<file path="src/rtl/dsm_result_packer.sv">
// -----------------------------------------------------------------------------
// dsm_result_packer
//
// Purpose:
//   Collects per-channel high/low time results from the digital-signal-measure
//   stage and serializes each one as a fixed-format byte frame on a valid/ready
//   byte stream. A rising edge on measure_done[ch] captures that channel's times
//   into a holding register and marks it pending. A round-robin arbiter then
//   picks pending channels one at a time and emits their frames.
//
// Frame layout:
//   byte 0 : HEADER_BYTE
//   byte 1 : {ovr, 3'b000, ch[3:0]}   ovr = a captured result was overwritten
//   byte 2 : high[15:8]   byte 3 : high[7:0]
//   byte 4 : low[15:8]    byte 5 : low[7:0]
//   byte 6 : (byte1+...+byte5) mod 256, only when DSM_PACK_CHECKSUM_EN is defined
//
// Configuration macro:
//   DSM_PACK_CHECKSUM_EN  - appends the checksum byte (7-byte frames).
//
// Ports:
//   clk           in   system clock
//   rst           in   synchronous, active-high reset
//   high_time     in   NUM_CHANNELS*16, channel ch at [ch*16+15:ch*16]
//   low_time      in   NUM_CHANNELS*16, same packing
//   measure_done  in   NUM_CHANNELS per-channel done level
//   upload_data   out  frame byte
//   upload_valid  out  upload_data is valid
//   upload_ready  in   sink ready
//   busy          out  frame in flight (FSM is in SEND)
//   pending       out  per-channel "captured, not yet framed" flags
//
// Handshake: a byte transfers on a clock edge where upload_valid && upload_ready.
// While upload_valid is high and upload_ready is low, upload_data and
// upload_valid hold their values; upload_valid never drops without a transfer
// except on reset.
// -----------------------------------------------------------------------------
module dsm_result_packer #(
   parameter int         NUM_CHANNELS = 8,
   parameter logic [7:0] HEADER_BYTE  = 8'hAA
) (
   input  logic                       clk,
   input  logic                       rst,
   input  logic [NUM_CHANNELS*16-1:0] high_time,
   input  logic [NUM_CHANNELS*16-1:0] low_time,
   input  logic [NUM_CHANNELS-1:0]    measure_done,
   output logic [7:0]                 upload_data,
   output logic                       upload_valid,
   input  logic                       upload_ready,
   output logic                       busy,
   output logic [NUM_CHANNELS-1:0]    pending
);

`ifdef DSM_PACK_CHECKSUM_EN
   localparam logic [2:0] LAST_IDX = 3'd6;
`else
   localparam logic [2:0] LAST_IDX = 3'd5;
`endif

   typedef enum logic {IDLE, SEND} state_e;

   state_e                  state_q, state_d;
   logic [2:0]              idx_q, idx_d;
   logic [3:0]              rr_q, rr_d;
   logic [NUM_CHANNELS-1:0] done_q, rise;
   logic [NUM_CHANNELS-1:0] pending_q, pending_d;
   logic [NUM_CHANNELS-1:0] ovr_q, ovr_d;
   logic [NUM_CHANNELS-1:0] clr_mask;
   logic [15:0]             hold_hi_q [NUM_CHANNELS];
   logic [15:0]             hold_lo_q [NUM_CHANNELS];

   logic [15:0]             fr_hi_q, fr_lo_q;
   logic [3:0]              fr_ch_q;
   logic                    fr_ovr_q;

   logic                    start;
   logic                    sel_found;
   logic [3:0]              sel_ch;
   logic [15:0]             sel_hi, sel_lo;
   logic                    sel_ovr;
   logic [NUM_CHANNELS-1:0] rot;
   logic [4:0]              sum5;
   logic [7:0]              byte1, frame_byte;

   assign rise    = measure_done & ~done_q;
   assign pending = pending_q;

   // Round-robin pick: rotate pending so rr lands at bit 0, take the lowest
   // set bit, then map the offset back to a channel number.
   always_comb begin
      rot       = NUM_CHANNELS'({pending_q, pending_q} >> rr_q);
      sel_found = 1'b0;
      sum5      = '0;
      for (int k = NUM_CHANNELS - 1; k >= 0; k--) begin
         if (rot[k]) begin
            sel_found = 1'b1;
            sum5      = {1'b0, rr_q} + 5'(k);
         end
      end
      sel_ch = (sum5 >= 5'(NUM_CHANNELS)) ? 4'(sum5 - 5'(NUM_CHANNELS)) : 4'(sum5);
   end

   always_comb begin
      sel_hi  = '0;
      sel_lo  = '0;
      sel_ovr = 1'b0;
      for (int j = 0; j < NUM_CHANNELS; j++) begin
         if (sel_ch == 4'(j)) begin
            sel_hi  = hold_hi_q[j];
            sel_lo  = hold_lo_q[j];
            sel_ovr = ovr_q[j];
         end
      end
   end

   always_comb begin
      byte1      = {fr_ovr_q, 3'b000, fr_ch_q};
      frame_byte = 8'h00;
      case (idx_q)
         3'd0:    frame_byte = HEADER_BYTE;
         3'd1:    frame_byte = byte1;
         3'd2:    frame_byte = fr_hi_q[15:8];
         3'd3:    frame_byte = fr_hi_q[7:0];
         3'd4:    frame_byte = fr_lo_q[15:8];
         3'd5:    frame_byte = fr_lo_q[7:0];
`ifdef DSM_PACK_CHECKSUM_EN
         3'd6:    frame_byte = byte1 + fr_hi_q[15:8] + fr_hi_q[7:0]
                               + fr_lo_q[15:8] + fr_lo_q[7:0];
`endif
         default: frame_byte = 8'h00;
      endcase
   end

   // FSM next state and outputs
   always_comb begin
      state_d      = state_q;
      idx_d        = idx_q;
      rr_d         = rr_q;
      start        = 1'b0;
      upload_valid = 1'b0;
      upload_data  = 8'h00;
      busy         = 1'b0;
      case (state_q)
         IDLE: begin
            if (sel_found) begin
               start   = 1'b1;
               state_d = SEND;
               idx_d   = 3'd0;
               rr_d    = ({1'b0, sel_ch} + 5'd1 == 5'(NUM_CHANNELS)) ? 4'd0 : sel_ch + 4'd1;
            end
         end
         SEND: begin
            upload_valid = 1'b1;
            busy         = 1'b1;
            upload_data  = frame_byte;
            if (upload_ready) begin
               if (idx_q == LAST_IDX) begin
                  state_d = IDLE;
               end else begin
                  idx_d = idx_q + 3'd1;
               end
            end
         end
         default: state_d = IDLE;
      endcase
   end

   // Capture sets after frame-start clears, so a coincident capture keeps the
   // channel pending and its overrun mark.
   always_comb begin
      for (int j = 0; j < NUM_CHANNELS; j++) begin
         clr_mask[j] = start && (sel_ch == 4'(j));
      end
      pending_d = (pending_q & ~clr_mask) | rise;
      ovr_d     = (ovr_q & ~clr_mask) | (rise & pending_q);
   end

   always_ff @(posedge clk) begin
      if (rst) begin
         state_q   <= IDLE;
         idx_q     <= '0;
         rr_q      <= '0;
         done_q    <= '0;
         pending_q <= '0;
         ovr_q     <= '0;
         fr_hi_q   <= '0;
         fr_lo_q   <= '0;
         fr_ch_q   <= '0;
         fr_ovr_q  <= 1'b0;
      end else begin
         state_q   <= state_d;
         idx_q     <= idx_d;
         rr_q      <= rr_d;
         done_q    <= measure_done;
         pending_q <= pending_d;
         ovr_q     <= ovr_d;
         if (start) begin
            fr_hi_q  <= sel_hi;
            fr_lo_q  <= sel_lo;
            fr_ch_q  <= sel_ch;
            fr_ovr_q <= sel_ovr;
         end
      end
   end

   // Holding registers carry no reset: they are only read once pending is set.
   always_ff @(posedge clk) begin
      for (int ch = 0; ch < NUM_CHANNELS; ch++) begin
         if (rise[ch]) begin
            hold_hi_q[ch] <= high_time[ch*16 +: 16];
            hold_lo_q[ch] <= low_time[ch*16 +: 16];
         end
      end
   end

endmodule

</file>
<file path="config.mk">
export PLATFORM = sky130hd
export DESIGN_NAME = dsm_result_packer
export DESIGN_NICKNAME = d
export VERILOG_FILES = /design/src/rtl/dsm_result_packer.sv
export SDC_FILE = /design/constraint.sdc
export NUM_CORES = 1
export LEC_CHECK = 0
export BUFFER_PORTS_ARGS = -buffer_cell sky130_fd_sc_hd__buf_2
export CORE_ASPECT_RATIO = 0.7
export CORE_UTILIZATION = 40
export DETAILED_ROUTE_END_ITERATION = 6
export GPL_ROUTABILITY_DRIVEN = 0
export GPL_TIMING_DRIVEN = 0
export PLACE_DENSITY_LB_ADDON = 0.1
export SLEW_MARGIN = 25
export SYNTH_ARGS = -nofsm -noshare
export SYNTH_HDL_FRONTEND = slang
export SYNTH_SLANG_ARGS = --single-unit
</file>
<file path="constraint.sdc">
create_clock -name clk -period 5.4 [get_ports clk]
set_input_delay 1.08 -clock clk [delete_from_list [all_inputs] [get_ports clk]]
set_output_delay 1.08 -clock clk [all_outputs]
set_load 0.05 [all_outputs]
</file>
## Yosys cells after proc, flatten, opt, wreduce, memory -nomap -nowiden

Memories as Yosys holds them, arrays and structs flattened.
Index checks and enable logic that the tools add are counted.

| storage, ports and cells | value |
|---|---|
| memory bits (writable) | 256 |
| register bits | 69 |
| input bits | 267 |
| memories | 2 |
| logic and storage cells | 132 |

Memory list:

| name | depth | width | rd ports | clocked after Yosys merged registers in | wr ports | line | RTL |
|---|---|---|---|---|---|---|---|
| hold_hi_q | 8 | 16 | 8 | 0 | 8 | 69 | `logic [15:0] hold_hi_q [NUM_CHANNELS];` |
| hold_lo_q | 8 | 16 | 8 | 0 | 8 | 70 | `logic [15:0] hold_lo_q [NUM_CHANNELS];` |

| cells by class | value |
|---|---|
| add/subtract/negate cells | 11 |
| bitwise operators | 9 |
| shift operators | 1 |
| reduce and logical (&&, ||, !) cells | 12 |
| multiplexer cells | 70 |
| $lt $le $gt $ge | 1 |
| eq/ne operators | 16 |

Operators by type and width:

| operator | count |
|---|---|
| two-way mux 16 bit | 16 |
| one-hot mux 8 bit (6 select lines) | 1 |
| two-way mux 5 bit | 8 |
| two-way mux 1 bit | 37 |
| AND 8 bit | 4 |
| adder 4 x 3 -> 5 bit (second input constant) | 4 |
| == test 4 x 3 -> 1 bit (second input constant) | 4 |
| inverter 8 bit | 2 |
| bitwise OR 8 bit | 2 |
| >> shifter 16 x 4 -> 8 bit | 1 |
| adder 4 x 1 -> 5 bit (second input constant) | 2 |
| adder 4 x 2 -> 5 bit (second input constant) | 2 |
| two-way mux 3 bit | 3 |
| == test 4 x 2 -> 1 bit (second input constant) | 2 |
| logical AND 1 bit | 8 |
| two-way mux 4 bit | 2 |
| two-way mux 8 bit | 1 |
| == test 3 x 2 -> 1 bit (second input constant) | 2 |
| == test 3 bit (second input constant) | 2 |
| != test 2 bit (second input constant) | 3 |
| one-hot mux 3 bit (2 select lines) | 1 |
| == test 5 x 4 -> 1 bit (second input constant) | 1 |
| greater-or-equal comparator 5 x 4 -> 1 bit (second input constant) | 1 |
| adder 4 x 1 -> 4 bit (second input constant) | 1 |
| 10 further kinds | 10 |

## Longest topological paths before layout

| depth | value |
|---|---|
| depth in word-level cells | 20 |
| gate-level depth with buffers | 23 |
| gate-level depth less buffers | 17 |

## Least setup slack after synthesis

No wires, ideal clock.

| timing path | value |
|---|---|
| path type | register to register |
| from | register pending_q[6], in the netlist pending[6] |
| to | register fr_hi_q[12] |
| library setup time | 0.101 ns |
| arrival time | 4.060 ns |
| data required time | 5.299 ns |
| cell stages (with the launch flop) | 18 |
| slack | 1.239 ns |
| path buffers | 3 |
| period minus slack after synthesis | 4.161 ns |
| path through | dfxtp_1 -> buf_1 -> nand2b_1 -> and2_1 -> o311ai_2 -> nor4_1 -> o21a_1 -> a311oi_1 -> ha_1 -> nor2b_1 -> clkbuf_1 -> clkbuf_1 -> a22oi_1 -> nor2_1 -> a21oi_1 -> mux2i_1 -> mux2i_1 -> o41ai_1 |

| between the ends | value |
|---|---|
| word-level cells in the longest chain between the ends | 20 |
| elaborated cells between the ends (all ways) | 38 |

RTL lines:

| item | line | RTL |
|---|---|---|
| start: declaration | 66 | `logic [NUM_CHANNELS-1:0] pending_q, pending_d;` |
| start signal: assignment | 195 | `pending_q <= pending_d;` |
| >> shifter 16 x 4 -> 8 bit (*) | 91 | `rot = NUM_CHANNELS'({pending_q, pending_q} >> rr_q);` |
| two-way mux 5 bit (8 in series) | 95 | `if (rot[k]) begin` |
| subtractor 4 bit or greater-or-equal comparator 5 x 4 -> 1 bit (tied branches) | 100 | `sel_ch = (sum5 >= 5'(NUM_CHANNELS)) ? 4'(sum5 - 5'(NUM_CHANNELS)) : 4'(sum5);` |
| two-way mux 4 bit | 100 |  |
| logical NOT 4 bit | 108 | `if (sel_ch == 4'(j)) begin` |
| two-way mux 16 bit (8 in series) | 108 |  |
| end signal: assignment | 198 | `fr_hi_q <= sel_hi;` |
| end: declaration | 72 | `logic [15:0] fr_hi_q, fr_lo_q;` |

Mark *: on every way between the ends. The rest lies on a longest branch, timed or not.
A chain may end at the register's enable or synchronous reset.

## Worst setup path after layout

| timing path | value |
|---|---|
| from | register rr_q[1] |
| to | register fr_lo_q[4] |

| between the ends | value |
|---|---|
| word-level cells in the longest chain between the ends | 20 |
| elaborated cells between the ends (all ways) | 45 |

RTL lines:

| item | line | RTL |
|---|---|---|
| start: declaration | 64 | `logic [3:0] rr_q, rr_d;` |
| start signal: assignment | 193 | `rr_q <= rr_d;` |
| adder 4 x 3 -> 5 bit or >> shifter 16 x 4 -> 8 bit (tied branches) | 97, 91 |  |
| two-way mux 5 bit (7 in series) | 95 |  |
| two-way mux 5 bit (*) | 95 |  |
| subtractor 4 bit or greater-or-equal comparator 5 x 4 -> 1 bit (tied branches) | 100 |  |
| two-way mux 4 bit (*) | 100 |  |
| net sel_ch[1] | 78 | `logic [3:0] sel_ch;` |
| logical NOT 4 bit | 108 |  |
| two-way mux 16 bit (7 in series) | 108 |  |
| two-way mux 16 bit (*) | 108 |  |
| end signal: assignment | 199 | `fr_lo_q <= sel_lo;` |
| end: declaration | 72 |  |

Mark *: on every way through the listed nets, which the timed path passes. The rest lies on a longest branch.

==> flow_summary.json <==
{
  "global_route_wire_length_before_repair_um": 67600,
  "timing.clock.skew_ns": 0.0159,
  "route.vias.total": 11048,
  "cts_tree": "done",
  "hold_path_class": "reg -> reg",
  "layout-drive-gt1-share_pct": 29.1,
  "placed_area_um2": 16600,
  "cts.hold.buffers_added": 0,
  "yosys.area.top_type": "edfxtp_1",
  "route.final.wire_length_um": 45200,
  "die_w_um": 228,
  "power_per_cell_area_nw_per_um2": 725,
  "ant_nets": 0,
  "post-synth-top-area-fraction_pct": 53.8,
  "run_status": "finished, final reports clean",
  "slew_headroom_pct": 32.2,
  "final.fill_count": 3165,
  "crit_arrival_ns": 5.65,
  "placed_cells_incl_taps": 1933,
  "cts_made_buffers": 34,
  "post_synthesis_to_final_layout_area_growth_pct": 24.4,
  "cp.required_ns": 5.86,
  "die_area_um2": 36500,
  "met3WireLength_um": 3600,
  "clock_power_share_pct": 18.5,
  "detail_route.first_pass.iterations": 7,
  "synth-seq-cells": 325,
  "drt_iter0_drc": 1045,
  "timing.critical_path.cells": "buf_6 -> buf_6 -> mux2i_1 -> o2bb2ai_1 -> or2_0 -> buf_1 -> a21oi_1 -> o221ai_1 -> a311oi_2 -> inv_1 -> ha_1 -> clkbuf_1 -> or3_1 -> a221oi_2 -> buf_2 -> o221ai_1 -> o211ai_2",
  "post_drt_via_cell_ratio": 5.52,
  "core_area_um2": 34900,
  "ys_warn_count": 0,
  "cts_max_path_buffers": 3,
  "power.switching_fraction_pct": 48.5,
  "synth_enable_flop_cells": 256,
  "sum_of_met2_wire_segment_lengths_after_detailed_routing_um": 20700,
  "met1_length_um": 20100,
  "power_switching_uw": 6240,
  "rows": 57,
  "synthesis.nets": 1453,
  "synthAdderAreaFrac_pct": 1.58,
  "crit_path_end_kind": "flop",
  "slowest_cell_delay_on_critical_path_ns": 0.67,
  "antenna_violations_before_repair": 7,
  "critPathMaxFanout": 10,
  "synthArstFlopShare_pct": 0,
  "seq_power_share_pct": 24.2,
  "effective_utilization_at_floorplan_pct": 40.9,
  "post_dp_hpwl_um": 34400,
  "grt_pass1_vias": 11022,
  "routed_wire_length_per_instance_um": 22.6,
  "leakage_uw": 0.00690,
  "muxShareOfSynthArea_pct": 2.37,
  "final.setup.tns_ns": 0,
  "fin_crit_sh_pct": 96.2,
  "number_of_i_o_pins": 285,
  "finalWorstPathRequiredPeriod_ns": 5.20,
  "cts.htree.levels": 2,
  "grt_start_max_net_pins": 27,
  "combinational_share_of_power_pct": 57.3,
  "net_total_in_the_final_layout": 1785,
  "numClockSinks": 325,
  "hold_viol": 0,
  "crit_slowest_cell": "a221oi_2",
  "cell_internal_pwr_uw": 6640,
  "finish.instance_area_um2": 17800,
  "timing_max_transition_violations_final": 0,
  "synth_sequential_area_ratio_pct": 63.5,
  "highest-signal-layer": "met5",
  "ys.flop_type": "edfxtp_1",
  "cap_violations": 0,
  "post_synthesis_mean_instance_area_um2": 12.2,
  "post_synth_simple_gate_area_pct": 10.7,
  "startpoint_class": "flop",
  "floorplan.die.height_um": 160,
  "drc_violation_count_after_routing": 0,
  "crit_type": "reg -> reg",
  "vdd.ir_drop.worst_v": 0.000322,
  "overflow": 0,
  "synth_top_family_by_area": "compound AO/OA/AOI/OAI gates",
  "number_of_standard_cells_in_the_final_layout_excluding_fillers": 2002,
  "timing.final.setup_violations": 0,
  "cts_root_buffer": "clkbuf_16",
  "synth_cells": 1168,
  "maxClockFrequency_mhz": 192,
  "synth_compound_gate_area_share_pct": 18.0,
  "worst-slew-pin-transition_ns": 1.00,
  "grtUsageTotal_pct": 24.7,
  "portBuffers": 284,
  "clk_pin_slew_worst_paths_ns": 0.06,
  "multi_input_area_um2": 4810,
  "syn_area_um2": 14300,
  "netlist-cell-type-count": 72,
  "synth-xor-area-share_pct": 0.368,
  "synth.area.top_cells": "edfxtp_1 (54%), dfxtp_1 (9.7%), nor2_1 (4.4%), a21oi_1 (4.3%), a22oi_1 (3.7%)",
  "worstSkewPairLatency_ns": 0.53,
  "ff_latch_area_um2": 9070
}
[path summary, 6_finish.rpt]
kind                                  from  slack (ns)          to  depth (start not counted)
worst min register to register  fr_ch_q[3]        0.47  fr_ch_q[3]                          2
worst min-delay path            fr_ch_q[3]        0.47  fr_ch_q[3]                          2
worst max register to register     rr_q[1]        0.20  fr_lo_q[4]                         17
worst max-delay path               rr_q[1]        0.20  fr_lo_q[4]                         17
[final cells by class]
cell class | count | area share, %
Sequential cell | 325 | 51.1
Multi-Input combinational cell | 732 | 27.1
Timing Repair Buffer | 296 | 9.36
Clock buffer | 45 | 5.26
Tap cell | 472 | 3.33
Buffer | 88 | 2.32
Clock inverter | 17 | 1.01
Inverter | 23 | 0.486
Antenna cell | 4 | 0.0564
[logic make-up after synthesis]
| kind of cell | after synthesis |
|---|---|
| and+or+nand+nor | 336 |
| DFF | 325 |
| adders and majority gates | 18 |
| xor gates and xnor gates | 6 |
| AOI/OAI and AO/OA | 348 |
| muxes | 24 |
| buffers and inverters | 111 |
[worst max-delay path, delay by kind of cell (launching register included)]
kind / cells / cell delay [ns]
compound gates: 7 / 2.13
buf+inv: 6 / 1.30
simple gates: 2 / 0.68
flops: 1 / 0.42
mux: 1 / 0.34
fa+ha+maj: 1 / 0.22
[stage by stage]
stage / worst slack (ns) / utilization, % / total power, uW / hold slack, ns
global placement: -0.349 / 46.6 / 10400 / 0.458
global route: -0.0352 / 50.8 / 13800 / 0.486
CTS: 0.0676 / 50.6 / 12800 / 0.470
floorplan: 1.24 / - / 7880 / 0.434
detailed placement: -0.366 / 47.4 / 10400 / 0.458
finish: 0.203 / 50.8 / 12900 / 0.469
[cells in the final DEF (no fill, tap or decap), types with 6 or more instances in the layout]
cell | Yosys | final
buf_6 | 7 | 7
a21oi_1 | 123 | 123
nand2_1 | 68 | 68
a311oi_1 | 20 | 19
mux2i_1 | 9 | 9
clkinv_2 | 0 | 6
o221ai_1 | 34 | 34
nand3_1 | 10 | 10
o21ai_0 | 9 | 9
clkbuf_1 | 56 | 57
inv_1 | 22 | 22
buf_2 | 11 | 295
nor3_1 | 7 | 7
dfxtp_1 | 69 | 69
buf_1 | 12 | 11
a31oi_1 | 9 | 9
edfxtp_1 | 256 | 256
and3_1 | 34 | 34
nor2b_1 | 21 | 13
ha_1 | 18 | 17
a221oi_1 | 6 | 6
nor2_1 | 167 | 167
clkbuf_16 | 0 | 35
mux4_2 | 7 | 7
clkbuf_2 | 1 | 9
o211ai_2 | 30 | 30
a22oi_1 | 70 | 70
nor2b_4 | 0 | 8
mux2_2 | 8 | 8
[sequential cells by signal, summed over array words and instances, names as in the netlist]
name,count
done_q,8
hold_lo_q,128
idx_q,3
fr_ovr_q,1
fr_hi_q,16
hold_hi_q,128
state_q,1
fr_ch_q,4
ovr_q,8
fr_lo_q,16
rr_q,4
pending,8
[power by group through the flow]
stage	sequential, uW	combinational (uW)	clock (uW)
final	3120	7380	2380
after global routing	3140	8110	2510
after CTS	3110	7300	2420
after detailed placement	3160	7270	0
after global placement	3170	7200	0
after floorplan	3150	4720	0
[synthesized netlist by cell type (all sizes together), types with 20 or more instances]
cell type / number
a21oi: 123
a22oi: 70
a311oi: 20
and3: 34
buf: 31
clkbuf: 57
dfxtp: 69
edfxtp: 256
inv: 22
nand2: 68
nor2: 167
nor2b: 21
o211ai: 35
o221ai: 34
[layer usage]
layer | track usage [%] | vias to the layer above
li1 | - | 5150
met1 | 34.8 | 5383
met2 | 38.6 | 442
met3 | 5.46 | 67
met4 | 5.74 | 6
met5 | 0 | -
[what timing repair did]
| action | in CTS | in global routing |
|---|---|---|
| buffers inserted | 0 | 3 |
| resized for setup | 3 | 17 |
| setup endpoints to repair | 33 | 33 |
| pin swaps | 0 | 1 |
| gates cloned | 0 | 0 |
(Power assumes the default switching activity.)
